### src/rtl/click_tx.sv
// click_tx: clocked 2-phase bundled-data transmitter feeding a click pipeline.
// Optional 4-entry input FIFO is enabled by defining CLICK_TX_FIFO_EN. Rev 1.0
`default_nettype none

module click_tx #(
  parameter int DW        = 2,
  parameter int SETUP_CYC = 1,
  parameter int SYNC_STG  = 2
) (
  input  logic          clk,
  input  logic          reset_n,
  input  logic          in_valid,
  output logic          in_ready,
  input  logic [DW-1:0] in_data,
  output logic [DW-1:0] out_data,
  output logic          out_req,
  input  logic          out_ack,
  output logic          busy,
  output logic          err
);

  typedef enum logic [1:0] {
    IDLE     = 2'd0,
    SETUP    = 2'd1,
    WAIT_ACK = 2'd2
  } state_t;

  localparam logic [3:0] SETUP_LAST = 4'(SETUP_CYC - 1);

  state_t              state_q, state_d;
  logic [DW-1:0]       out_data_q, out_data_d;
  logic                out_req_q, out_req_d;
  logic [3:0]          setup_cnt_q, setup_cnt_d;
  logic                err_q, err_d;
  logic [SYNC_STG-1:0] sync_q, sync_d;
  logic                ack_prev_q, ack_prev_d;
  logic                ack_s;
  logic                ack_edge;
  logic                load;
  logic [DW-1:0]       load_data;

`ifdef CLICK_TX_FIFO_EN
  logic [DW-1:0] fifo_mem_q [4];
  logic [DW-1:0] fifo_mem_d [4];
  logic [1:0]    wr_ptr_q, wr_ptr_d;
  logic [1:0]    rd_ptr_q, rd_ptr_d;
  logic [2:0]    count_q, count_d;
  logic          in_ready_q, in_ready_d;
  logic          push, pop;

  assign push      = in_valid & in_ready_q;
  assign pop       = (state_q == IDLE) & (count_q != 3'd0);
  assign load      = pop;
  assign load_data = fifo_mem_q[rd_ptr_q];
  assign in_ready  = in_ready_q;

  always_comb begin
    fifo_mem_d = fifo_mem_q;
    wr_ptr_d   = wr_ptr_q;
    rd_ptr_d   = rd_ptr_q;
    if (push) begin
      fifo_mem_d[wr_ptr_q] = in_data;
      wr_ptr_d             = wr_ptr_q + 2'd1;
    end
    if (pop) begin
      rd_ptr_d = rd_ptr_q + 2'd1;
    end
    count_d    = count_q + {2'b00, push} - {2'b00, pop};
    in_ready_d = (count_d != 3'd4);
  end

  always_ff @(posedge clk or negedge reset_n) begin
    if (!reset_n) begin
      for (int i = 0; i < 4; i++) fifo_mem_q[i] <= '0;
      wr_ptr_q   <= 2'd0;
      rd_ptr_q   <= 2'd0;
      count_q    <= 3'd0;
      in_ready_q <= 1'b0;
    end else begin
      fifo_mem_q <= fifo_mem_d;
      wr_ptr_q   <= wr_ptr_d;
      rd_ptr_q   <= rd_ptr_d;
      count_q    <= count_d;
      in_ready_q <= in_ready_d;
    end
  end
`else
  assign in_ready  = (state_q == IDLE);
  assign load      = in_valid & in_ready;
  assign load_data = in_data;
`endif

  // Acknowledge crosses in from the click stage; the last stage is ack_s.
  assign ack_s    = sync_q[SYNC_STG-1];
  assign ack_edge = ack_s ^ ack_prev_q;

  always_comb begin
    sync_d     = {sync_q[SYNC_STG-2:0], out_ack};
    ack_prev_d = ack_s;
  end

  always_comb begin
    state_d     = state_q;
    out_data_d  = out_data_q;
    out_req_d   = out_req_q;
    setup_cnt_d = setup_cnt_q;
    // An ack edge outside WAIT_ACK breaks the phase invariant; flag and ignore it.
    err_d       = err_q | (ack_edge & (state_q != WAIT_ACK));
    case (state_q)
      IDLE: begin
        if (load) begin
          state_d     = SETUP;
          out_data_d  = load_data;
          setup_cnt_d = 4'd0;
        end
      end
      SETUP: begin
        if (setup_cnt_q == SETUP_LAST) begin
          state_d   = WAIT_ACK;
          out_req_d = ~out_req_q;
        end else if (setup_cnt_q != 4'hF) begin
          setup_cnt_d = setup_cnt_q + 4'd1;
        end
      end
      WAIT_ACK: begin
        if (ack_s == out_req_q) begin
          state_d = IDLE;
        end
      end
      default: state_d = IDLE;
    endcase
  end

  always_ff @(posedge clk or negedge reset_n) begin
    if (!reset_n) begin
      state_q     <= IDLE;
      out_data_q  <= '0;
      out_req_q   <= 1'b0;
      setup_cnt_q <= 4'd0;
      err_q       <= 1'b0;
      sync_q      <= '0;
      ack_prev_q  <= 1'b0;
    end else begin
      state_q     <= state_d;
      out_data_q  <= out_data_d;
      out_req_q   <= out_req_d;
      setup_cnt_q <= setup_cnt_d;
      err_q       <= err_d;
      sync_q      <= sync_d;
      ack_prev_q  <= ack_prev_d;
    end
  end

  assign out_data = out_data_q;
  assign out_req  = out_req_q;
  assign busy     = (state_q != IDLE);
  assign err      = err_q;

endmodule

`default_nettype wire

### config.mk
export PLATFORM = sky130hd
export DESIGN_NAME = click_tx
export DESIGN_NICKNAME = d
export VERILOG_FILES = /design/src/rtl/click_tx.sv
export SDC_FILE = /design/constraint.sdc
export NUM_CORES = 1
export LEC_CHECK = 0
export BUFFER_PORTS_ARGS = -buffer_cell sky130_fd_sc_hd__buf_2
export CAP_MARGIN = 20
export CORE_UTILIZATION = 34
export CTS_CLUSTER_DIAMETER = 150
export CTS_CLUSTER_SIZE = 10
export DETAILED_ROUTE_END_ITERATION = 12
export PLACE_DENSITY = 0.56
export SYNTH_ARGS = -nofsm -noshare
export SYNTH_HDL_FRONTEND = slang
export SYNTH_SLANG_ARGS = --single-unit
### constraint.sdc
create_clock -name clk -period 2 [get_ports clk]
set_input_delay 0.3 -clock clk [delete_from_list [all_inputs] [get_ports clk]]
set_output_delay 0.3 -clock clk [all_outputs]
set_load 0.01 [all_outputs]
; Word level (Yosys, flattened, before mapping)
; Index checks and enable logic that the tools add are counted.
[totals]
output_inout_bits = 6
register_bits = 13
word_cells = 39
[classes]
n_eq_ne = 10
addsub = 1
mux = 8
n_reduce_logical = 8
bitwise_logic = 5
[op_table]
columns = cell, count
row1 = $mux 4, 3
row2 = $ne 2x2->1 const B, 5
row3 = $pmux 4 s2, 1
row4 = $mux 2, 3
row5 = $pmux 2 s3, 1
row6 = $add 4x1->4 const B, 1
row7 = $logic_not 4->1, 1
row8 = $ne 4x4->1 const B, 1
row9 = $reduce_and 2->1, 2
row10 = $reduce_and 4->1, 1
row11 = $reduce_bool 2->1, 2
row12 = $reduce_and 3->1, 1
row13 = $and 1x1->1, 2
row14 = $eq 2x1->1 const B, 1
row15 = $eq 2x2->1 const B, 1
row16 = $logic_not 2->1, 1
row17 = $ne 2x1->1 const B, 1
row18 = $eq 1x1->1, 1
row19 = $not 1->1, 1
row20 = $or 1x1->1, 1
row21 = $xor 1x1->1, 1

; Logic depth before layout (Yosys ltp)
[logic_depth]
word_depth = 4
mapped_depth = 6
ltp_nobuf = 6

; Worst setup path after synthesis
; No wires, ideal clock.
[synth_timing]
path_type = flip-flop to flip-flop
from = register setup_cnt_q[0]
to = register setup_cnt_q[0]
required_time_ps = 1875
arrival_time_ps = 1597
period_less_slack_ps = 1722
path_buffers = 0
path_slack_ps = 278
path_stages_with_launch = 7
cell_sequence = dfrtp_1 inv_1 ha_1 nor4bb_1 or3_4 a21oi_4 mux2_4
[synth_via]
elab_chain_cells = 4
[synth_lines]
columns = element, line_no
row1 = start: declaration, 33  ; logic [3:0] setup_cnt_q, setup_cnt_d;
row2 = start signal: assignment, 147  ; setup_cnt_q <= setup_cnt_d;
row3 = $add 4x1->4, 122  ; setup_cnt_d = setup_cnt_q + 4'd1;
row4 = $mux 4, 121  ; end else if (setup_cnt_q != 4'hF) begin
row5 = $mux 4, 118  ; if (setup_cnt_q == SETUP_LAST) begin
row6 = $pmux 4 s2, 109  ; case (state_q)
; Parallel ways exist; a longest one is shown, timed or not. The select of a mux whose other input is x is not followed.
; A chain may end at the register's enable or synchronous reset.

; Worst setup path after layout
; Same ends and word-level chain as after synthesis.

==> flow_results.xml <==
<?xml version="1.0" encoding="UTF-8"?>
<metrics>
  <group name="worst_setup_path">
    <metric name="critPathLaunchType" unit="">flop</metric>
    <metric name="cp_max_fo" unit="">5</metric>
    <metric name="timing.critical_path.arrival" unit="ns">1.97</metric>
    <metric name="critPathLaunch" unit="">setup_cnt_q[0]$_DFFE_PN0P_</metric>
    <metric name="crit_type" unit="">flop to flop</metric>
    <metric name="critical_path_required" unit="ns">2.16</metric>
    <metric name="setup_crit_end_kind" unit="">flop</metric>
    <metric name="source_of_the_worst_register_to_register_timing_path" unit="">setup_cnt_q[0]$_DFFE_PN0P_</metric>
  </group>
  <group name="cts">
    <metric name="cts.repair.resized" unit="">0</metric>
    <metric name="worst_skew_pair.late_latency" unit="ns">0.27</metric>
    <metric name="clock_buffers_created_by_tritoncts" unit="">3</metric>
    <metric name="cts_root_buf" unit="">sky130_fd_sc_hd__clkbuf_4</metric>
    <metric name="cts_buffer_depth" unit="">2</metric>
    <metric name="clkSinkCount" unit="">13</metric>
    <metric name="worst_setup_hold_path_clk_slew" unit="ns">0.08</metric>
    <metric name="htree_num_levels" unit="">1</metric>
    <metric name="tritoncts_clock_tree" unit="">done</metric>
  </group>
  <group name="worst_hold_path">
    <metric name="holdCritStartpoint" unit="">out_ack</metric>
    <metric name="worstHoldPathType" unit="">primary input to flop</metric>
  </group>
  <group name="floorplanning">
    <metric name="fp.coreArea" unit="µm²">1580</metric>
    <metric name="die_h" unit="µm">44.0</metric>
    <metric name="die_area" unit="µm²">1940</metric>
    <metric name="floorplan.rows" unit="">14</metric>
    <metric name="count_of_boundary_i_o_pins" unit="">12</metric>
    <metric name="floorplan.initialDensity" unit="%">38.1</metric>
    <metric name="die_width" unit="µm">44.0</metric>
  </group>
  <group name="sta">
    <metric name="setup_tns" unit="ns">0</metric>
    <metric name="layout_worst_path_cycle_share" unit="%">90.6</metric>
    <metric name="final.setup_skew" unit="ns">0.00402</metric>
    <metric name="fin_worst_hold_slack" unit="ns">0.127</metric>
    <metric name="final_max_slew_viol_count" unit="">0</metric>
    <metric name="worst_pin_slew" unit="ns">0.333</metric>
    <metric name="period_needed" unit="ns">1.81</metric>
    <metric name="report.final.hold_viol_count" unit="">0</metric>
    <metric name="setup-violations-final" unit="">0</metric>
    <metric name="relSlewSlack" unit="%">77.5</metric>
    <metric name="clock.fmax" unit="MHz">552</metric>
    <metric name="grt_setup_unrepaired" unit="">no</metric>
  </group>
  <group name="cells_and_area">
    <metric name="finish.instance_area" unit="µm²">719</metric>
    <metric name="post_route_cells_drive_above_1_share" unit="%">33.3</metric>
    <metric name="post_layout_nonfiller_instances" unit="">82</metric>
    <metric name="layout.filler_cells" unit="">153</metric>
    <metric name="num_antenna_cells" unit="">0</metric>
    <metric name="layout_area_overhead" unit="%">19.8</metric>
    <metric name="finalNetCount" unit="">75</metric>
  </group>
  <group name="logic_synthesis">
    <metric name="yosysSeqAreaShare" unit="%">54.2</metric>
    <metric name="post_synth_main_area_contributors" unit="">sky130_fd_sc_hd__dfrtp_1, sky130_fd_sc_hd__ha_1, sky130_fd_sc_hd__mux2_2</metric>
    <metric name="yosysWarningCount" unit="">0</metric>
    <metric name="synth_top_family_by_area" unit="">simple AND/OR/NAND/NOR gates</metric>
    <metric name="synth_edf_count" unit="">0</metric>
    <metric name="yosys-mux-area-fraction" unit="%">9.58</metric>
    <metric name="gate_count_after_technology_mapping" unit="">49</metric>
    <metric name="ys_ff_latch" unit="">13</metric>
    <metric name="synthesized_nets" unit="">57</metric>
    <metric name="adder_and_majority_gate_portion_of_the_synthesized_area" unit="%">4.17</metric>
    <metric name="synth_flop_cell" unit="">sky130_fd_sc_hd__dfrtp_1</metric>
    <metric name="synthesis.area_per_instance" unit="µm²">12.3</metric>
    <metric name="synth_xor_area_share" unit="%">5.83</metric>
    <metric name="post_synth_num_cell_types" unit="">24</metric>
    <metric name="syn-cell-area" unit="µm²">601</metric>
    <metric name="synthSimpleGateAreaFrac" unit="%">15.6</metric>
    <metric name="synth-compound-area-share" unit="%">7.50</metric>
    <metric name="synthArstFlopShare" unit="%">100</metric>
    <metric name="synth_top_area_share" unit="%">54.2</metric>
    <metric name="yosys.cell_count.top_type" unit="">sky130_fd_sc_hd__dfrtp_1</metric>
    <metric name="synth.largest_area_cell" unit="">sky130_fd_sc_hd__dfrtp_1</metric>
    <metric name="netlist_top_cells_count" unit="">sky130_fd_sc_hd__dfrtp_1, sky130_fd_sc_hd__inv_1, sky130_fd_sc_hd__o21ai_1</metric>
  </group>
  <group name="placed_design">
    <metric name="buffer_ports.inserted" unit="">11</metric>
    <metric name="post-dp-hpwl" unit="µm">724</metric>
    <metric name="final_weighted_congestion_in_routability_driven_placement" unit="">0.730</metric>
    <metric name="numPlacedInstances" unit="">77</metric>
    <metric name="placedInstanceArea" unit="µm²">683</metric>
  </group>
  <group name="global_route">
    <metric name="grt_start_max_net_pins" unit="">14</metric>
    <metric name="gr-usage-met1" unit="%">16.2</metric>
    <metric name="grt_most_used_layer" unit="">met2</metric>
    <metric name="antenna_found_initial" unit="">0</metric>
    <metric name="grt_first_pass_wirelength" unit="µm">1630</metric>
    <metric name="met3_usage" unit="%">6.12</metric>
    <metric name="vias_in_the_first_global_route" unit="">370</metric>
    <metric name="globalRouteMet2Util" unit="%">16.5</metric>
    <metric name="overall_overflow_remaining_after_global_route" unit="">0</metric>
    <metric name="globalRouteTotalUtil" unit="%">11.9</metric>
  </group>
  <group name="route">
    <metric name="total_vias_in_the_final_route" unit="">396</metric>
    <metric name="wl" unit="µm">963</metric>
    <metric name="via_per_inst" unit="">4.83</metric>
    <metric name="first_pass_iters" unit="">2</metric>
    <metric name="drt-wirelength-per-cell" unit="µm">11.7</metric>
    <metric name="post-route-drc-count" unit="">0</metric>
    <metric name="ant_nets" unit="">0</metric>
    <metric name="drtIter0Drc" unit="">7</metric>
  </group>
  <group name="power">
    <metric name="post_route_total_power" unit="mW">1.05</metric>
    <metric name="peakVddDrop" unit="V">0.000553</metric>
    <metric name="total_power_divided_by_cell_area" unit="nW/µm²">1460</metric>
    <metric name="static-leakage-power" unit="nW">0.332</metric>
  </group>
  <group name="job">
    <metric name="drv.max_cap_violation_count" unit="">0</metric>
  </group>
  <group name="outcome">
    <metric name="result_of_the_run" unit="">complete, no violations</metric>
  </group>
</metrics>
metal layers:
| metal | wire, µm | vias up |
|---|---|---|
| li1 | - | 203 |
| met1 | 498 | 184 |
| met2 | 420 | 9 |
| met3 | 43 | 0 |
| met4 | 0 | 0 |
| met5 | 0 | - |
area by class of cell:
cell class	count	area [µm²]	share of cell area, %
Timing Repair Buffer	13	72.6	10.1
Multi-Input combinational cell	31	256	35.7
Inverter	5	18.8	2.61
Sequential cell	13	325	45.2
Clock buffer	4	26.3	3.65
Tap cell	16	20.0	2.78
path summary, 6_finish.rpt:
kind / endpoint / slack, ns / depth (start not counted)
hold / removal: sync_q[0]$_DFF_PN0_ / 0.13 / 1
setup / recovery: setup_cnt_q[0]$_DFFE_PN0P_ / 0.19 / 6
setup reg to reg: setup_cnt_q[0]$_DFFE_PN0P_ / 0.19 / 6
hold reg to reg: sync_q[1]$_DFF_PN0_ / 0.36 / 0
max in group asynchronous: out_req$_DFFE_PN0P_ / 1.34 / 2
min in group asynchronous: out_data[1]$_DFFE_PN0P_ / 0.44 / 2
power by group:
| part | switching (mW) | internal, mW | total (mW) |
|---|---|---|---|
| clock | 0.0822 | 0.0772 | 0.159 |
| combinational | 0.203 | 0.242 | 0.445 |
| sequential | 0.0976 | 0.348 | 0.446 |
| total | 0.382 | 0.668 | 1.05 |
repair_timing:
item,4_1_cts,5_1_grt
hold buffers,1,0
buffers inserted,0,0
hold endpoints to repair,13,0
through the flow:
step	worst slack, ns	utilization [%]
floorplan	0.278	-
global placement	0.201	43.3
detailed placement	0.199	43.3
CTS	0.182	45.6
global route	0.112	45.6
finish	0.188	45.6
flip-flops by register name, indices dropped and copies added (netlist names):
name         flops
setup_cnt_q      4
err              1
ack_prev_q       1
out_data         2
out_req          1
state_q          2
sync_q           2
critical path, cell delays in order, from the launching register on:
cell                       delay, ns
sky130_fd_sc_hd__dfrtp_1        0.42
sky130_fd_sc_hd__inv_1          0.06
sky130_fd_sc_hd__ha_1           0.19
sky130_fd_sc_hd__nor4bb_1       0.15
sky130_fd_sc_hd__or3_4          0.40
sky130_fd_sc_hd__a21oi_4        0.17
sky130_fd_sc_hd__mux2_4         0.31
placed cells by master, fill, tap and decap left out, drive strengths merged:
master,Yosys,routed
xor2,2,2
nand3b,1,1
nand2b,2,2
mux2,3,3
nand2,1,1
nand3,1,1
a21o,1,1
buf,0,12
a21oi,1,1
or4b,1,1
o22ai,1,1
or2,1,1
nor4,1,1
dfrtp,13,13
nor2,3,3
nor4bb,1,1
dlygate4sd3,0,1
nor3b,1,1
xnor2,2,2
mux2i,2,2
inv,5,5
clkbuf,0,4
ha,2,2
or3,1,1
o21ai,3,3
cells by family (layout without fill, tap and decap cells):
logic type | Yosys count | count (layout)
DFF | 13 | 13
adders and majority gates | 2 | 2
AOI/OAI and AO/OA | 6 | 6
muxes | 5 | 5
buffers and inverters | 5 | 22
xor gates and xnor gates | 4 | 4
and+or+nand+nor | 14 | 14
No activity file was read; power rests on OpenSTA's default activity.
